`src/rtl/cell_box_painter.sv`:
```
// cell_box_painter
//
// Responder side of the draw-request handshake. A one-cycle start pulse
// latches a top-left origin and a fill colour. The block then streams every
// pixel of one BOX_W x BOX_H board cell, in raster order, as single-pixel
// writes to the framebuffer write port. It finishes with a one-cycle done
// pulse.
//
// Ports:
//   CLOCK_50    system clock
//   resetn      asynchronous active-low reset
//   start       draw request, sampled only when idle or in the finish cycle
//   x0, y0      box origin in pixels
//   color       fill colour (3R/3G/3B)
//   plot_ready  framebuffer accepts the presented pixel this cycle
//   busy        a box is in progress
//   done        one-cycle completion pulse
//   pix_x/pix_y pixel write address (registered)
//   pix_color   pixel write colour (registered)
//   pix_plot    pixel write valid (registered)
module cell_box_painter #(
  parameter int BOX_W   = 64,
  parameter int BOX_H   = 24,
  parameter int X_MAX   = 640,
  parameter int Y_MAX   = 480,
  parameter int COLOR_W = 9
) (
  input  logic               CLOCK_50,
  input  logic               resetn,
  input  logic               start,
  input  logic [9:0]         x0,
  input  logic [8:0]         y0,
  input  logic [COLOR_W-1:0] color,
  input  logic               plot_ready,
  output logic               busy,
  output logic               done,
  output logic [9:0]         pix_x,
  output logic [8:0]         pix_y,
  output logic [COLOR_W-1:0] pix_color,
  output logic               pix_plot
);

  localparam int CX_W = (BOX_W > 1) ? $clog2(BOX_W) : 1;
  localparam int CY_W = (BOX_H > 1) ? $clog2(BOX_H) : 1;

  localparam logic [1:0] ST_IDLE = 2'd0;
  localparam logic [1:0] ST_DRAW = 2'd1;
  localparam logic [1:0] ST_FIN  = 2'd2;

  // Limits are one bit wider than the pixel address, so an origin near the
  // screen edge plus the cell offset shows up as out of range rather than
  // wrapping back onto the visible screen.
  localparam logic [10:0]     X_LIM   = 11'(X_MAX);
  localparam logic [9:0]      Y_LIM   = 10'(Y_MAX);
  localparam logic [CX_W-1:0] CX_LAST = CX_W'(BOX_W - 1);
  localparam logic [CY_W-1:0] CY_LAST = CY_W'(BOX_H - 1);

  logic [1:0]         r_state;
  logic [CX_W-1:0]    r_cx;
  logic [CY_W-1:0]    r_cy;
  logic [9:0]         r_x0;
  logic [8:0]         r_y0;
  logic [COLOR_W-1:0] r_color;
  logic               r_busy;
  logic               r_done;
  logic [9:0]         r_pix_x;
  logic [8:0]         r_pix_y;
  logic               r_pix_plot;

  logic               w_accept;
  logic               w_adv;
  logic               w_last;
  logic [CX_W-1:0]    w_ncx;
  logic [CY_W-1:0]    w_ncy;
  logic [9:0]         w_base_x;
  logic [8:0]         w_base_y;
  logic [CX_W-1:0]    w_off_x;
  logic [CY_W-1:0]    w_off_y;
  logic [10:0]        w_sum_x;
  logic [9:0]         w_sum_y;
  logic               w_in_range;

  // Next-pixel selection: either the first pixel of a newly accepted box or
  // the raster successor of the pixel currently presented.
  always_comb begin
    w_accept = start && ((r_state == ST_IDLE) || (r_state == ST_FIN));
    // A clipped pixel is presented with pix_plot low and never waits for
    // the framebuffer, so it advances after exactly one cycle.
    w_adv    = (r_state == ST_DRAW) && (!r_pix_plot || plot_ready);
    w_last   = (r_cx == CX_LAST) && (r_cy == CY_LAST);

    if (r_cx == CX_LAST) begin
      w_ncx = '0;
      w_ncy = r_cy + CY_W'(1);
    end else begin
      w_ncx = r_cx + CX_W'(1);
      w_ncy = r_cy;
    end

    if (w_accept) begin
      w_base_x = x0;
      w_base_y = y0;
      w_off_x  = '0;
      w_off_y  = '0;
    end else begin
      w_base_x = r_x0;
      w_base_y = r_y0;
      w_off_x  = w_ncx;
      w_off_y  = w_ncy;
    end

    w_sum_x    = {1'b0, w_base_x} + 11'(w_off_x);
    w_sum_y    = {1'b0, w_base_y} + 10'(w_off_y);
    w_in_range = (w_sum_x < X_LIM) && (w_sum_y < Y_LIM);
  end

  // Sequencer: latches requests, walks the raster, and drives all outputs
  // from registers.
  always_ff @(posedge CLOCK_50 or negedge resetn) begin
    if (!resetn) begin
      r_state    <= ST_IDLE;
      r_cx       <= '0;
      r_cy       <= '0;
      r_x0       <= 10'd0;
      r_y0       <= 9'd0;
      r_color    <= '0;
      r_busy     <= 1'b0;
      r_done     <= 1'b0;
      r_pix_x    <= 10'd0;
      r_pix_y    <= 9'd0;
      r_pix_plot <= 1'b0;
    end else begin
      case (r_state)
        ST_IDLE, ST_FIN: begin
          r_done <= 1'b0;
          if (w_accept) begin
            r_state    <= ST_DRAW;
            r_cx       <= '0;
            r_cy       <= '0;
            r_x0       <= x0;
            r_y0       <= y0;
            r_color    <= color;
            r_busy     <= 1'b1;
            r_pix_x    <= w_sum_x[9:0];
            r_pix_y    <= w_sum_y[8:0];
            r_pix_plot <= w_in_range;
          end else begin
            r_state    <= ST_IDLE;
            r_busy     <= 1'b0;
            r_pix_plot <= 1'b0;
          end
        end
        ST_DRAW: begin
          // A stalled in-range pixel keeps every output register unchanged.
          if (w_adv) begin
            if (w_last) begin
              r_state    <= ST_FIN;
              r_busy     <= 1'b0;
              r_done     <= 1'b1;
              r_pix_plot <= 1'b0;
            end else begin
              r_cx       <= w_ncx;
              r_cy       <= w_ncy;
              r_pix_x    <= w_sum_x[9:0];
              r_pix_y    <= w_sum_y[8:0];
              r_pix_plot <= w_in_range;
            end
          end else begin
            r_state <= ST_DRAW;
          end
        end
        default: begin
          r_state    <= ST_IDLE;
          r_busy     <= 1'b0;
          r_done     <= 1'b0;
          r_pix_plot <= 1'b0;
        end
      endcase
    end
  end

  assign busy      = r_busy;
  assign done      = r_done;
  assign pix_x     = r_pix_x;
  assign pix_y     = r_pix_y;
  assign pix_color = r_color;
  assign pix_plot  = r_pix_plot;

endmodule

```
`config.mk`:
```
export PLATFORM = sky130hd
export DESIGN_NAME = cell_box_painter
export DESIGN_NICKNAME = d
export VERILOG_FILES = /design/src/rtl/cell_box_painter.sv
export SDC_FILE = /design/constraint.sdc
export NUM_CORES = 1
export LEC_CHECK = 0
export ABC_AREA = 1
export BUFFER_PORTS_ARGS = -buffer_cell sky130_fd_sc_hd__buf_2
export CORE_UTILIZATION = 56
export DETAILED_ROUTE_END_ITERATION = 10
export PLACE_DENSITY = 0.8
export SETUP_SLACK_MARGIN = 0.1
export SYNTH_ARGS = -nofsm -noshare
export SYNTH_HDL_FRONTEND = slang
export SYNTH_SLANG_ARGS = --single-unit
```
`constraint.sdc`:
```
create_clock -name CLOCK_50 -period 3.3 [get_ports CLOCK_50]
set_clock_uncertainty 0.05 [all_clocks]
set_input_delay 0.165 -clock CLOCK_50 [delete_from_list [all_inputs] [get_ports CLOCK_50]]
set_output_delay 0.165 -clock CLOCK_50 [all_outputs]
set_load 0.03 [all_outputs]
```
Yosys cells after proc, flatten, opt, wreduce, memory -nomap -nowiden:

Cells that the tools add are included.

* add/sub/neg operators: 4
* magnitude comparators: 2
* equal/unequal tests: 9
* mux-type cells: 37
* reduce and logical (&&, ||, !) cells: 13

Operators by type and width (number)
* $mux W10: 4
* $mux W9: 4
* $mux W6: 5
* $mux W5: 5
* $pmux W10 S2: 1
* $pmux W9 S2: 1
* $pmux W6 S2: 1
* $add A10 B6 Y11: 1
* $lt A11 B10 Y1 const B: 1
* $add A9 B5 Y10: 1
* $lt A10 B9 Y1 const B: 1
* $mux W1: 10
* $pmux W5 S2: 1
* $ne A2 B2 Y1 const B: 4
* $add A6 B1 Y6 const B: 1
* $eq A6 B6 Y1 const B: 1
* $add A5 B1 Y5 const B: 1
* $eq A5 B5 Y1 const B: 1
* $logic_and A1 B1 Y1: 4
* $mux W2: 2
* $pmux W1 S2: 2
* $pmux W2 S2: 1
* $reduce_and A2 Y1: 2
* $reduce_and A4 Y1: 1
* 8 further kinds: 9

* flip-flop bits (word level): 63
* word-level logic and storage cells: 76

Depth between registers and ports, before layout:

* depth after elaboration: 10
* depth in mapped cells: 19
* gate-level depth less buffers: 19

Worst setup path before layout:

Ideal clock, no wire load.

* path kind: reg2reg
* from: register r_state[0]
* to: register r_pix_plot, in the netlist pix_plot
* library setup time: 121 ps
* arrival time: 2583 ps
* setup slack: 546 ps
* stages on the path, launching flop included: 18
* buffers on the path: 2
* clock period less this slack: 2754 ps
* cell sequence: dfrtp_1 -> inv_2 -> nand2_2 -> buf_2 -> buf_1 -> nand2_1 -> nand2_1 -> ha_1 -> inv_1 -> fa_1 -> o21ai_0 -> nand3_1 -> nand2_1 -> nand3_1 -> nand2_1 -> nand4_1 -> nand3_1 -> nand2_1

* word-level cells in the longest chain between the ends: 10
* elaborated cells on any way between the ends: 21

RTL lines
* start, declared: RTL line 58 `logic [1:0] r_state;`
* start signal, assigned: RTL line 121 `r_state <= ST_IDLE;`
* start signal, assigned: RTL line 137 `r_state <= ST_DRAW;`
* start signal, assigned: RTL line 148 `r_state <= ST_IDLE;`
* $eq A2 B2 Y1 or $logic_not A2 Y1 (tied branches): RTL line 86 `w_accept = start && ((r_state == ST_IDLE) || (r_state == ST_FIN));`
* $logic_or A1 B1 Y1 (*): RTL line 86
* $logic_and A1 B1 Y1 (*): RTL line 86
* $mux W9 (*)
* named net w_base_y[0]: RTL line 76 `logic [8:0] w_base_y;`
* $add A9 B5 Y10 (*): RTL line 113 `w_sum_y = {1'b0, w_base_y} + 10'(w_off_y);`
* $lt A10 B9 Y1 (*): RTL line 114 `w_in_range = (w_sum_x < X_LIM) && (w_sum_y < Y_LIM);`
* $logic_and A1 B1 Y1 (*): RTL line 114
* $mux W1: RTL line 156 `if (w_last) begin`
* $mux W1: RTL line 155 `if (w_adv) begin`
* $pmux W1 S2 (*): RTL line 133 `case (r_state)`
* end signal, assigned: RTL line 146 `r_pix_plot <= w_in_range;`
* end signal, assigned: RTL line 166 `r_pix_plot <= w_in_range;`
* end, declared: RTL line 68 `logic r_pix_plot;`

Mark *: on every way through the listed nets, which the timed path passes. The rest lies on a longest branch. The select of a mux whose other input is x is not followed.
A chain may end at the register's enable or synchronous reset.

Worst setup path in the final report:

* from: register r_cx[1]
* to: register r_pix_plot, in the netlist pix_plot

* word-level cells in the longest chain between the ends: 9
* elaborated cells on any way between the ends: 16

RTL lines
* start, declared: RTL line 59 `logic [CX_W-1:0] r_cx;`
* start signal, assigned: RTL line 162 `r_cx <= w_ncx;`
* $add A6 B1 Y6 or $eq A6 B6 Y1 (tied branches): RTL line 96, 90, 92
* $mux W6 or $mux W5 (tied branches): RTL line 92 `if (r_cx == CX_LAST) begin`
* $mux W6 or $mux W5 (tied branches): RTL line 100 `if (w_accept) begin`
* $add A10 B6 Y11 or $add A9 B5 Y10 (tied branches): RTL line 112, 113
* $lt A11 B10 Y1 or $lt A10 B9 Y1 (tied branches): RTL line 114
* $logic_and A1 B1 Y1: RTL line 114
* $mux W1: RTL line 156
* $mux W1: RTL line 155
* $pmux W1 S2 (*): RTL line 133

Every way passes the cells marked *; elsewhere a longest branch is shown, timed or not. The select of a mux whose other input is x is not followed.

==> qor.csv <==
stage,metric,value,unit
finish,Layout Cells excl Fill,598,
worst_setup_path,CP startpoint kind,register,
floorplan,die height,80.4,um
power,leakage power,2.35,nW
power,Pwr Density,617,mW/mm^2
status,status,finished clean,
logic_synthesis,Yosys top cell area share,45.8,%
clocking,clk sink count,63,
clocking,CTS max path bufs,2,
placement,detailed placer's ending HPWL,5560,um
hold_path,worst min path class,in2reg,
placement,port buffer count,62,
finish,Util after Layout,72.0,%
logic_synthesis,post-synth top area cell,dfrtp_1,
placement,Area after DPL,0.00381,sq mm
placement,Placed Cells,562,
global_route,global-route wire length before repair,13500,um
global_route,vias in the first global route,2960,
clocking,CTS tree,yes,
global_route,pin count of the biggest net entering global routing,48,
logic_synthesis,syn_area_per_cell,7.97,sq um
worst_setup_path,critical path required time,3490,ps
worst_setup_path,CP max FO,8,
worst_setup_path,worst-path cell chain,ha_2 > nand4_4 > nor2_8 > nand2_1 > o21ai_0 > inv_1 > nor2_2 > inv_1 > fa_1 > o21ai_1 > nand3_1 > nand2_2 > nand3_1 > nand2_1 > nand4_1 > nand3_1 > nand2_1,
detailed_routing,number of DRC markers in iteration 0,154,
logic_synthesis,Area contributors post-synth,"dfrtp_1 (46%), nand2_1 (18%), ha_1 (4.7%)",
detailed_routing,ANT nets after route,0,
worst_setup_path,Top delay family on crit path,simple AND/OR/NAND/NOR gates,
worst_setup_path,Buffers & Inverters on Critical Path,2,
finish,fin area,0.00426,sq mm
finish,final net count,565,
global_route,GRT overflow,0,
clocking,"CTS clk-pin slew, worst paths",70,ps
worst_setup_path,slowest cell on the critical path,fa_1,
sta,fmax,0.339,GHz
clocking,CTS root buf,clkbuf_8,
detailed_routing,routed wire length per instance,13.6,um
logic_synthesis,"Seq/Total Area, Yosys",45.8,%
sta,Worst-Margin Slew,1040,ps
logic_synthesis,Cells after Synth,432,
sta,fin. max-slew vios,0,
finish,FILL cells,436,
logic_synthesis,Synth Net Count,479,
detailed_routing,"wirelength, routed",8140,um
floorplan,I/O pins,63,
sta,setup repair after global routing missed its margin,no,
sta,setup violators final,0,
floorplan,Initial Util,58.2,%
clocking,Clock Latency Late Sink,350,ps
sta,min Tclk post-route,2950,ps
detailed_routing,Detailed Routing Iterations Pass 1,4,
floorplan,die footprint,0.00647,sq mm
floorplan,Core Box Area,0.00592,sq mm
sta,Final Cycle Share,89.5,%
finish,P&R area growth vs syn,23.8,%
finish,# diodes,0,
logic_synthesis,Synth cell types,36,
global_route,Global Route Usage Sum,28.3,%
sta,Rel. slew slack,30.6,%
logic_synthesis,Post-Syn Area,0.00344,sq mm
detailed_routing,vias per cell,5.11,
worst_setup_path,"Worst Path Class, Setup",reg2reg,
floorplan,num rows,28,
finish,fraction of layout cells with a size suffix above 1,21.0,%
logic_synthesis,synthesis-stage register bit count,63,
floorplan,Die Width,80.4,um
sta,Final Hold Fails,0,
sta,setup TNS,0,ps
logic_synthesis,YS warnings,0,
placement,GPL Wtd Cong,0.984,
clocking,H-tree depth,3,
power,Max IR drop VDD,0.376,mV
worst_setup_path,crit end category,register,
detailed_routing,DRC,0,
worst_setup_path,Worst path max stage delay,460,ps
detailed_routing,routed via count,3054,
global_route,initial antenna violation count,0,
worst_setup_path,critical path arrival,3140,ps
job,max-cap violation count,0,
clocking,clock buffer count from CTS,9,
==> synth_stat cells, drive strengths merged <==
cell	n
nor3	3
clkbuf	2
o22ai	6
ha	13
nand2	172
o21a	1
or2	6
nand3b	2
xor2	9
nand4	6
fa	2
a21oi	7
o31ai	3
a31oi	2
dfrtp	63
xnor2	3
inv	48
o21ai	26
buf	9
nor2	26
nand3	23
==> worst register-to-register path: stages, from the launching register on <==
cell     delay (ps)
dfrtp_1         400
ha_2            250
nand4_4         150
nor2_8          170
nand2_1          70
o21ai_0          80
inv_1           100
nor2_2          130
inv_1            80
fa_1            460
o21ai_1         210
nand3_1         140
nand2_2         130
nand3_1          90
nand2_1         100
nand4_1         100
nand3_1          80
nand2_1          50
==> through the flow <==
stage,power [mW],hold WS [ps],setup slack (ps)
4_1_cts,2.62,29.3,202
3_5_place_dp,1.80,316,243
2_1_floorplan,1.58,-181,546
3_3_place_gp,1.78,306,450
6_report,2.63,28.0,348
5_1_grt,2.78,44.8,96.6
==> placed cells by master, fill, tap and decap left out, types with 3 or more instances in the layout <==
cell type,count
dlygate4sd3_1,19
xnor2_1,3
inv_2,4
xor2_1,9
nor2_1,21
nand4_1,5
ha_1,12
o22ai_2,3
buf_4,5
nand2_2,6
o22ai_1,3
dfrtp_1,63
inv_1,43
nand2_1,164
buf_2,62
nor3_1,3
or2_2,5
clkbuf_8,13
o31ai_1,3
nand3_1,23
a21oi_1,7
o21ai_1,8
o21ai_0,18
==> power by group <==
part | total (mW) | switching (mW) | internal (mW)
registers | 0.987 | 0.0925 | 0.895
logic | 0.832 | 0.534 | 0.298
clock network | 0.811 | 0.302 | 0.509
total | 2.63 | 0.929 | 1.70
==> final cells by class <==
type	count	area, sq um	area share [%]
multi-input cells	310	1630	38.2
well taps	75	93.8	2.20
inverters	48	183	4.29
repair buffers	86	538	12.6
clock inverters	2	60.1	1.41
clock buffers	14	183	4.29
flip-flops and latches	63	1580	37.0
==> routing by layer <==
metal | vias to the layer above | global-route usage, % | routed length [um]
met5 | - | 0 | 0
li1 | 1537 | - | -
met4 | 0 | 10.4 | 90
met1 | 1409 | 37.1 | 3650
met2 | 100 | 45.6 | 3900
met3 | 8 | 6.82 | 494
==> path summary, 6_finish.rpt <==
kind / start / to / slack (ps) / cells past startpoint
max: r_cx[1] / pix_plot / 350 / 17
min: y0[1] / r_y0[1] / 30 / 3
max reg2reg: r_cx[1] / pix_plot / 350 / 17
min reg2reg: r_y0[1] / r_y0[1] / 420 / 2
max in group asynchronous: resetn / r_y0[3] / 1920 / 3
min in group asynchronous: resetn / done / 470 / 2
==> cell families after synthesis <==
logic type / Yosys count / share of synthesized area (%)
fa+ha+maj: 15 / 5.89
simple gates: 238 / 30.5
flops: 63 / 45.8
xor+xnor: 12 / 3.05
compound gates: 45 / 7.67
buf+inv: 59 / 7.16
==> sequential cells by signal (all words and copies together) (netlist names) <==
name / cells
r_x0: 10
r_state: 2
done: 1
r_y0: 9
pix_plot: 1
r_cy: 5
pix_y: 9
pix_x: 10
pix_color: 9
busy: 1
r_cx: 6
==> what timing repair did <==
item                                   CTS  global route
setup endpoints to repair                0             3
buffers inserted                         0             1
hold buffers                            19             0
endpoints found under the hold margin   64             0
gates resized for setup                  0             4
(Power assumes the default switching activity.)
